===== src/rtl/trigger_sequencer_pkg.sv =====
// Shared sizing, FSM encoding and small helpers for the 16-step, 4-track trigger sequencer.
package trigger_sequencer_pkg;

  localparam int unsigned STEPS   = 16;
  localparam int unsigned TRACKS  = 4;
  localparam int unsigned DIV_W   = 24;
  localparam int unsigned MIN_DIV = 5;
  localparam int unsigned STEP_W  = $clog2(STEPS);
  localparam int unsigned TRACK_W = $clog2(TRACKS);

  typedef enum logic {
    IDLE,
    RUN
  } state_t;

  function automatic logic [DIV_W-1:0] clamp_div(input logic [DIV_W-1:0] d);
    return (d < DIV_W'(MIN_DIV)) ? DIV_W'(MIN_DIV) : d;
  endfunction

  function automatic logic [TRACK_W-1:0] lowest_idx(input logic [TRACKS-1:0] m);
    logic [TRACK_W-1:0] idx;
    idx = '0;
    // Scan downward so the lowest set bit is the last one written.
    for (int unsigned i = TRACKS; i > 0; i--) begin
      if (m[i-1]) idx = TRACK_W'(i - 1);
    end
    return idx;
  endfunction

endpackage


===== src/rtl/trigger_sequencer_step_timer.sv =====
// Step period counter: latches the clamped tempo divider, detects step boundaries and wraps step_idx.
module trigger_sequencer_step_timer
  import trigger_sequencer_pkg::*;
(
  input  logic              clk,
  input  logic              reset,
  input  logic              start,
  input  logic              active,
  input  logic [DIV_W-1:0]  tempo_div,
  output logic [STEP_W-1:0] step_idx,
  output logic              step_pulse,
  output logic              load,
  output logic [STEP_W-1:0] load_step
);

  logic [DIV_W-1:0] counter;
  logic [DIV_W-1:0] eff_div;
  logic             boundary;

  assign boundary  = active && (counter == eff_div - DIV_W'(1));
  assign load      = start || boundary;
  assign load_step = start ? '0 : step_idx + STEP_W'(1);

  always_ff @(posedge clk) begin
    if (reset) begin
      counter    <= '0;
      eff_div    <= DIV_W'(MIN_DIV);
      step_idx   <= '0;
      step_pulse <= 1'b0;
    end else if (start) begin
      counter    <= '0;
      eff_div    <= clamp_div(tempo_div);
      step_idx   <= '0;
      step_pulse <= 1'b1;
    end else if (boundary) begin
      counter    <= '0;
      eff_div    <= clamp_div(tempo_div);
      step_idx   <= step_idx + STEP_W'(1);
      step_pulse <= 1'b1;
    end else if (active) begin
      counter    <= counter + DIV_W'(1);
      step_pulse <= 1'b0;
    end else begin
      // Stopped or stopping: step_idx holds, counter parks at zero.
      counter    <= '0;
      step_pulse <= 1'b0;
    end
  end

endmodule


===== src/rtl/trigger_sequencer.sv =====
// Pattern sequencer top: pattern storage, run/idle FSM and serialised per-track trigger pops.
module trigger_sequencer
  import trigger_sequencer_pkg::*;
(
  input  logic                clk,
  input  logic                reset,
  input  logic                run,
  input  logic [DIV_W-1:0]    tempo_div,
  input  logic                pat_we,
  input  logic [STEP_W-1:0]   pat_step,
  input  logic [TRACK_W-1:0]  pat_track,
  input  logic                pat_wdata,
  output logic                read_enable,
  output logic [TRACK_W-1:0]  read_addr,
  output logic [STEP_W-1:0]   step_idx,
  output logic                step_pulse
);

  state_t              state;
  state_t              state_next;
  logic                start;
  logic                active;
  logic                stop;
  logic                load;
  logic [STEP_W-1:0]   load_step;
  logic [STEPS-1:0]    pattern [TRACKS];
  logic [TRACKS-1:0]   column;
  logic [TRACKS-1:0]   pending;

  always_ff @(posedge clk) begin
    if (reset) state <= IDLE;
    else       state <= state_next;
  end

  always_comb begin
    state_next = state;
    case (state)
      IDLE: if (run)  state_next = RUN;
      RUN:  if (!run) state_next = IDLE;
    endcase
  end

  always_comb begin
    start  = (state == IDLE) && run;
    active = (state == RUN) && run;
    stop   = (state == RUN) && !run;
  end

  trigger_sequencer_step_timer u_step_timer (
    .clk        (clk),
    .reset      (reset),
    .start      (start),
    .active     (active),
    .tempo_div  (tempo_div),
    .step_idx   (step_idx),
    .step_pulse (step_pulse),
    .load       (load),
    .load_step  (load_step)
  );

  always_ff @(posedge clk) begin
    if (reset) begin
      for (int unsigned t = 0; t < TRACKS; t++) pattern[t] <= '0;
    end else if (pat_we) begin
      pattern[pat_track][pat_step] <= pat_wdata;
    end
  end

  // Read before the same-edge write lands, so a coincident write is seen next pass.
  always_comb begin
    column = '0;
    for (int unsigned t = 0; t < TRACKS; t++) column[t] = pattern[t][load_step];
  end

  always_ff @(posedge clk) begin
    if (reset) begin
      pending     <= '0;
      read_enable <= 1'b0;
      read_addr   <= '0;
    end else if (stop) begin
      pending     <= '0;
      read_enable <= 1'b0;
    end else if (load) begin
      pending     <= column;
      read_enable <= 1'b0;
    end else if (active && (pending != '0)) begin
      read_enable <= 1'b1;
      read_addr   <= lowest_idx(pending);
      pending     <= pending & (pending - TRACKS'(1));
    end else begin
      read_enable <= 1'b0;
    end
  end

endmodule


===== config.mk =====
export PLATFORM = sky130hd
export DESIGN_NAME = trigger_sequencer
export DESIGN_NICKNAME = d
export VERILOG_FILES = /design/src/rtl/trigger_sequencer_pkg.sv /design/src/rtl/trigger_sequencer_step_timer.sv /design/src/rtl/trigger_sequencer.sv
export SDC_FILE = /design/constraint.sdc
export NUM_CORES = 1
export LEC_CHECK = 0
export CORE_AREA = 2 2 115 117
export DETAILED_ROUTE_END_ITERATION = 6
export DIE_AREA = 0 0 117 119
export PLACE_DENSITY = 0.74
export SLEW_MARGIN = 40
export SYNTH_ARGS = -nofsm -noshare
export SYNTH_HDL_FRONTEND = slang
export SYNTH_HIERARCHICAL = 1
export SYNTH_SLANG_ARGS = --single-unit

===== constraint.sdc =====
create_clock -name clk -period 4.3 [get_ports clk]
set_clock_uncertainty 0.05 [all_clocks]
set_input_delay 0.43 -clock clk [delete_from_list [all_inputs] [get_ports clk]]
set_output_delay 0.43 -clock clk [all_outputs]
set_load 0.01 [all_outputs]

# --- Yosys cells after proc, flatten, opt, wreduce, memory -nomap -nowiden ---
# Memory sizes are Yosys's and may differ from the RTL's.
# Index checks and enable logic that the tools add are counted.
classes:
  order_cmp: 4
  n_mux: 32
  multipliers: 0
  n_bitwise: 5
  shift: 0
  reduce_logical: 17
  n_addsub: 4
  eq_ne: 1
  div: 0
ops:
  columns: ["op", "n"]
  rows:
  - ["24-bit two-way mux", 3]
  - ["16-bit two-way mux", 3]
  - ["24-bit by 1-bit adder with 24-bit output (second input constant)", 1]
  - ["24-bit == test", 1]
  - ["24-bit by 3-bit < comparator with 1-bit output (second input constant)", 1]
  - ["24-bit by 1-bit subtractor with 24-bit output (second input constant)", 1]
  - ["1-bit binary-select mux with 4-bit select", 4]
  - ["16-bit OR reduction", 1]
  - ["1-bit two-way mux", 13]
  - ["4-bit two-way mux", 3]
  - ["4-bit by 5-bit < comparator with 1-bit output (second input constant)", 2]
  - ["2-bit two-way mux", 5]
  - ["1-bit logical AND", 6]
  - ["4-bit by 1-bit adder with 4-bit output (second input constant)", 1]
  - ["4-bit bitwise AND", 1]
  - ["1-bit demux with 4-bit select", 1]
  - ["4-bit by 1-bit greater-or-equal comparator with 1-bit output (second input constant)", 1]
  - ["1-bit inverter", 4]
  - ["2-bit nonzero test", 2]
  - ["4-bit nonzero test", 1]
  - ["2-bit OR reduction", 2]
  - ["4-bit OR reduction", 1]
  - ["4-bit by 1-bit subtractor with 4-bit output (second input constant)", 1]
  - ["3-bit AND reduction", 1]
  - ["3 further kinds", 3]
word_totals:
  elab_cells: 72
  mem_bits_rw: 64
  n_memories: 1
  latch_bits: 0
  register_bits: 61
  rom_bits: 0
  out_inout_bits: 8
memory_table:
  columns: ["memory", "depth", "word_bits", "read_ports", "rd_ports_with_merged_regs", "wr", "line", "rtl"]
  rows:
  - ["pattern", 4, 16, 4, 0, 4, "trigger_sequencer.sv:26", "logic [STEPS-1:0] pattern [TRACKS];"]

# --- Longest topological paths before layout ---
depth:
  ltp_word: 7
  depth_mapped: 14

# --- Modules after synthesis ---
# The synthesis kept the hierarchy.
modules_own_cells:
  columns: ["module", "seq_area_each_um2", "instances", "area_per_inst_um2", "cells_per_inst"]
  rows:
  - ["trigger_sequencer", 2082.0, 1, 3706.1, 332]
  - ["trigger_sequencer_step_timer", 1061.0, 1, 3141.8, 370]

# --- Worst setup path after synthesis ---
# No wires, ideal clock.
synth_path:
  path_kind: "flip-flop to flip-flop"
  startpoint: "register u_step_timer.eff_div[0]"
  endpoint: "register pending[0]"
  stages_incl_launch_ff: 14
  required_time_ns: 4.133
  period_less_slack_ns: 3.284
  n_path_buf: 1
  setup_slack_ns: 1.016
  arrival_ns: 3.117
  cell_sequence: "dfxtp_1 -> inv_1 -> ha_1 -> nor4b_2 -> a22oi_1 -> a2111oi_2 -> o2111ai_1 -> a2111oi_4 -> a41oi_4 -> buf_4 -> inv_1 -> inv_1 -> or3_1 -> and4b_1"
synth_via:
  elab_chain_len: 5
synth_rtl:
  columns: ["element", "line", "rtl"]
  rows:
  - ["from (decl)", "trigger_sequencer_step_timer.sv:17", "logic [DIV_W-1:0] eff_div;"]
  - ["from (signal assigned)", "trigger_sequencer_step_timer.sv:27", "eff_div <= DIV_W'(MIN_DIV);"]
  - ["from (signal assigned)", "trigger_sequencer_step_timer.sv:32", "eff_div <= clamp_div(tempo_div);"]
  - ["from (signal assigned)", "trigger_sequencer_step_timer.sv:37", "eff_div <= clamp_div(tempo_div);"]
  - ["24-bit by 1-bit subtractor with 24-bit output (*)", "trigger_sequencer_step_timer.sv:20", "assign boundary = active && (counter == eff_div - DIV_W'(1));"]
  - ["24-bit == test (*)", "trigger_sequencer_step_timer.sv:20", null]
  - ["1-bit logical AND (*)", "trigger_sequencer_step_timer.sv:20", null]
  - ["1-bit logical OR (*)", "trigger_sequencer_step_timer.sv:21", "assign load = start || boundary;"]
  - ["named net load", "trigger_sequencer.sv:24", "logic load;"]
  - ["4-bit two-way mux or 2-bit nonzero test (tied branches)", null, null]
  - ["to (signal assigned)", "trigger_sequencer.sv:84", "pending <= column;"]
  - ["to (signal assigned)", "trigger_sequencer.sv:89", "pending <= pending & (pending - TRACKS'(1));"]
  - ["to (decl)", "trigger_sequencer.sv:28", "logic [TRACKS-1:0] pending;"]
# The timed path passes the listed nets; every way through them passes the cells marked *.
# A chain may end at the register's enable or synchronous reset.

# --- Worst setup path in the final report ---
layout_path:
  startpoint: "register u_step_timer.eff_div[0]"
  endpoint: "register u_step_timer.eff_div[0]"
layout_via:
  elab_chain_len: 4
layout_rtl:
  columns: ["element", "line"]
  rows:
  - ["24-bit by 1-bit subtractor with 24-bit output", "trigger_sequencer_step_timer.sv:20"]
  - ["24-bit == test", "trigger_sequencer_step_timer.sv:20"]
  - ["1-bit logical AND", "trigger_sequencer_step_timer.sv:20"]
  - ["2-bit nonzero test (no source line)", null]
# Every way passes these cells.

==> flow_summary.yaml <==
cells_and_area:
  finalNetCount: 763
  share_of_post_route_cells_with_drive_strength_above_1_pct: 9.079
  layout.cells.most_common_list: "sky130_fd_sc_hd__nor2_1 (145), sky130_fd_sc_hd__edfxtp_1 (64), sky130_fd_sc_hd__dfxtp_1 (61)"
  seqCellArea_um2: 3143
  multi_input_comb_area_um2: 3462
  insertedDiodeCount: 0
  layout.cells.most_common: "sky130_fd_sc_hd__nor2_1"
  area_growth_pct: 15.31
  filler_cell_count: 1100
sta:
  max_freq_mhz: 289.0
  report.final.setup_viol: 0
  timing.setup.tns_ns: 0
  final-hold-violation-count: 0
  min_period_ns: 3.460
  setup_repair_after_global_routing_missed_its_margin: "false"
  timing.max_slew.rel_slack_pct: 48.93
  period_share_pct: 80.48
  worst_pin_slew_ns: 0.7625
  drv_slew: 0
cts:
  cts_resized: 0
  cts_sinks: 125
  cts-hold-fix-buffers: 0
  clock_insertion_delay_worst_skew_ns: 0.42
  clk_pin_slew_ns: 0.05
  cts-buffers-inserted: 17
  tritoncts: "done"
  clk_root_buffer_cell: "sky130_fd_sc_hd__clkbuf_16"
  number_of_levels_the_h_tree_was_split_into: 4
  post_cts.repair.setup_buffers: 0
  cts_max_path_buffers: 2
logic_synthesis:
  post_synthesis_area_per_instance_um2: 9.755
  dominant_combinational_cell_family_by_area_after_synthesis: "simple AND/OR/NAND/NOR gates"
  synth_top_area_share_pct: 28.07
  synthDistinctLibCells: 68
  syn-instance-count: 702
  synth.largest_area_cell: "sky130_fd_sc_hd__edfxtp_1"
  synth-compound-area-share_pct: 12.61
  synth.yosys.seq_area_share_pct: 45.90
  synth.ff_latch_count: 125
  synth-adder-area-share_pct: 0.5481
  synth_edf_count: 64
  post_synth_xor_xnor_area_pct: 6.395
  synthSimpleGateAreaFrac_pct: 21.98
  synthesized_nets: 740
  yosys_most_used_dff: "sky130_fd_sc_hd__edfxtp_1"
  yosys_warnings: 6
  post_synth_instance_area_um2: 6848
  synth_mux_area_share_pct: 8.789
  async_flop_share_pct: 0
  ys_top_cells_by_area: "sky130_fd_sc_hd__edfxtp_1 (28%), sky130_fd_sc_hd__dfxtp_1 (18%), sky130_fd_sc_hd__nor2_1 (8.0%), sky130_fd_sc_hd__mux2i_1 (5.6%), sky130_fd_sc_hd__o21bai_1 (5.4%)"
routing:
  finalWirelength_um: 16120
  first_pass_iters: 5
  drc: 0
  vias_per_cell: 5.819
  avgRoutedWirePerCell_um: 17.64
  ant_nets: 0
  drt_iter0_markers: 314
  dr_total_vias: 5319
worst_setup_path:
  worst_r2r_path_depth: 11
  worstSetupStartpointType: "flop"
  crit_path_max_fanout: 23
  timing.setup.critical_path_class: "flop to flop"
  worst-endpoint-required_ns: 4.56
  cp.arrival_ns: 3.72
  end_kind: "flop"
  regToRegSetupSlack_ns: 0.84
floorplanning:
  core_area_um2: 12870
  die_height_um: 119
  floorplan.die.width_um: 117
  starting_density_of_the_core_pct: 53.19
  design.die.area_um2: 13920
  rows: 42
  pin_count: 43
power:
  tot_pwr_mw: 2.952
  max-vdd-ir-drop_mv: 0.2739
  powerDensity_nw_per_um2: 373.9
  p_leak_nw: 2.717
grt:
  number_of_global_route_vias_before_repair: 5312
  largest_net_degree_at_the_start_of_global_routing: 100
  gr-usage-met1_pct: 30.91
  grt-busiest-layer: "met2"
  gr_layer_usage_met3_pct: 5.700
  antenna_violations_before_repair: 0
  overflow: 0
  grt_util_all_layers_pct: 24.81
  grt_first_pass_wirelength_um: 26410
  met2_usage_pct: 41.51
run:
  cap_viol_max_count: 0
place:
  port-buffer-count: 42
  hpwl_um: 11440
  gp_routability_congestion: 0.8767
run_status:
  result_of_the_run: "finished, final reports clean"
worst_hold_path:
  worst_hold_stages: 2
  hp-class: "flop to flop"
## critical path, stage by stage (launching register included)
cell and delay [ns]:
sky130_fd_sc_hd__dfxtp_1 0.35, sky130_fd_sc_hd__inv_1 0.07, sky130_fd_sc_hd__ha_1 0.28, sky130_fd_sc_hd__nor4b_2 0.43, sky130_fd_sc_hd__a22oi_1 0.18, sky130_fd_sc_hd__a2111oi_2 0.24
sky130_fd_sc_hd__o2111ai_1 0.21, sky130_fd_sc_hd__a2111oi_4 0.44, sky130_fd_sc_hd__a41oi_4 0.16, sky130_fd_sc_hd__buf_4 0.29, sky130_fd_sc_hd__or3_1 0.44, sky130_fd_sc_hd__o22a_1 0.19
## where the power goes
part / switching, mW / leakage [nW] / internal (mW)
clock: 0.519 / 0.257 / 0.786
sequential: 0.0419 / 1.10 / 1.31
combinational: 0.163 / 1.36 / 0.129
total: 0.724 / 2.72 / 2.23
## kinds of logic (layout without fill, tap and decap cells)
group,after synthesis,after routing
mux,48,48
fa+ha+maj,3,3
xor+xnor,50,50
flops,125,125
simple gates,298,298
compound gates,116,116
buf+inv,62,98
## layer usage
metal | part of all wire (%) | vias to the layer above
li1 | - | 2577
met1 | 42 | 2555
met2 | 51 | 159
met3 | 4.9 | 28
met4 | 2.2 | 0
met5 | 0 | -
## cell usage after synthesis, drive strengths merged, types with 14 or more instances
cell type,number
nand4,14
edfxtp,64
nand2,20
clkbuf,28
o21bai,49
nor3,17
inv,17
buf,17
nor2,146
dfxtp,61
a21oi,19
xnor2,26
nand3,26
mux2i,38
xor2,24
## area by class of cell
type	instances	area share, %
clock buffer	20	5.530
clock inverter	12	1.252
inverter	17	0.8081
multi-input combinational	515	43.84
sequential	125	39.80
tap	176	2.789
timing repair buffer	49	5.974
## registers in the layout, summed over array words and instances (netlist names)
name                     flops
u_step_timer/counter        24
pattern                     64
read_enable                  1
u_step_timer/step_idx        4
state                        1
u_step_timer/step_pulse      1
u_step_timer/eff_div        24
read_addr                    2
pending                      4
## final timing paths
path | from | to
setup / recovery | u_step_timer/eff_div[0]$_SDFFE_PP1P_ | u_step_timer/eff_div[0]$_SDFFE_PP1P_
hold / removal | read_addr[0]$_SDFFE_PP0P_ | read_addr[0]$_SDFFE_PP0P_
setup reg to reg | u_step_timer/eff_div[0]$_SDFFE_PP1P_ | u_step_timer/eff_div[0]$_SDFFE_PP1P_
hold reg to reg | read_addr[0]$_SDFFE_PP0P_ | read_addr[0]$_SDFFE_PP0P_
## metrics by stage
| step | utilization (%) | worst slack, ns | std cells | cell area, µm² | hold WS, ns |
|---|---|---|---|---|---|
| floorplan | - | 1.016 | 702 | 6848 | 0.3975 |
| finish | 61.33 | 0.8395 | 914 | 7896 | 0.4093 |
| global route | 61.33 | 0.5769 | 914 | 7896 | 0.4335 |
| detailed placement | 57.10 | 0.7632 | 882 | 7352 | 0.4011 |
| CTS | 61.26 | 0.7979 | 914 | 7888 | 0.4096 |
| global placement | 57.04 | 0.8304 | 882 | 7343 | 0.4075 |
Power figures use the tool's default switching activity.
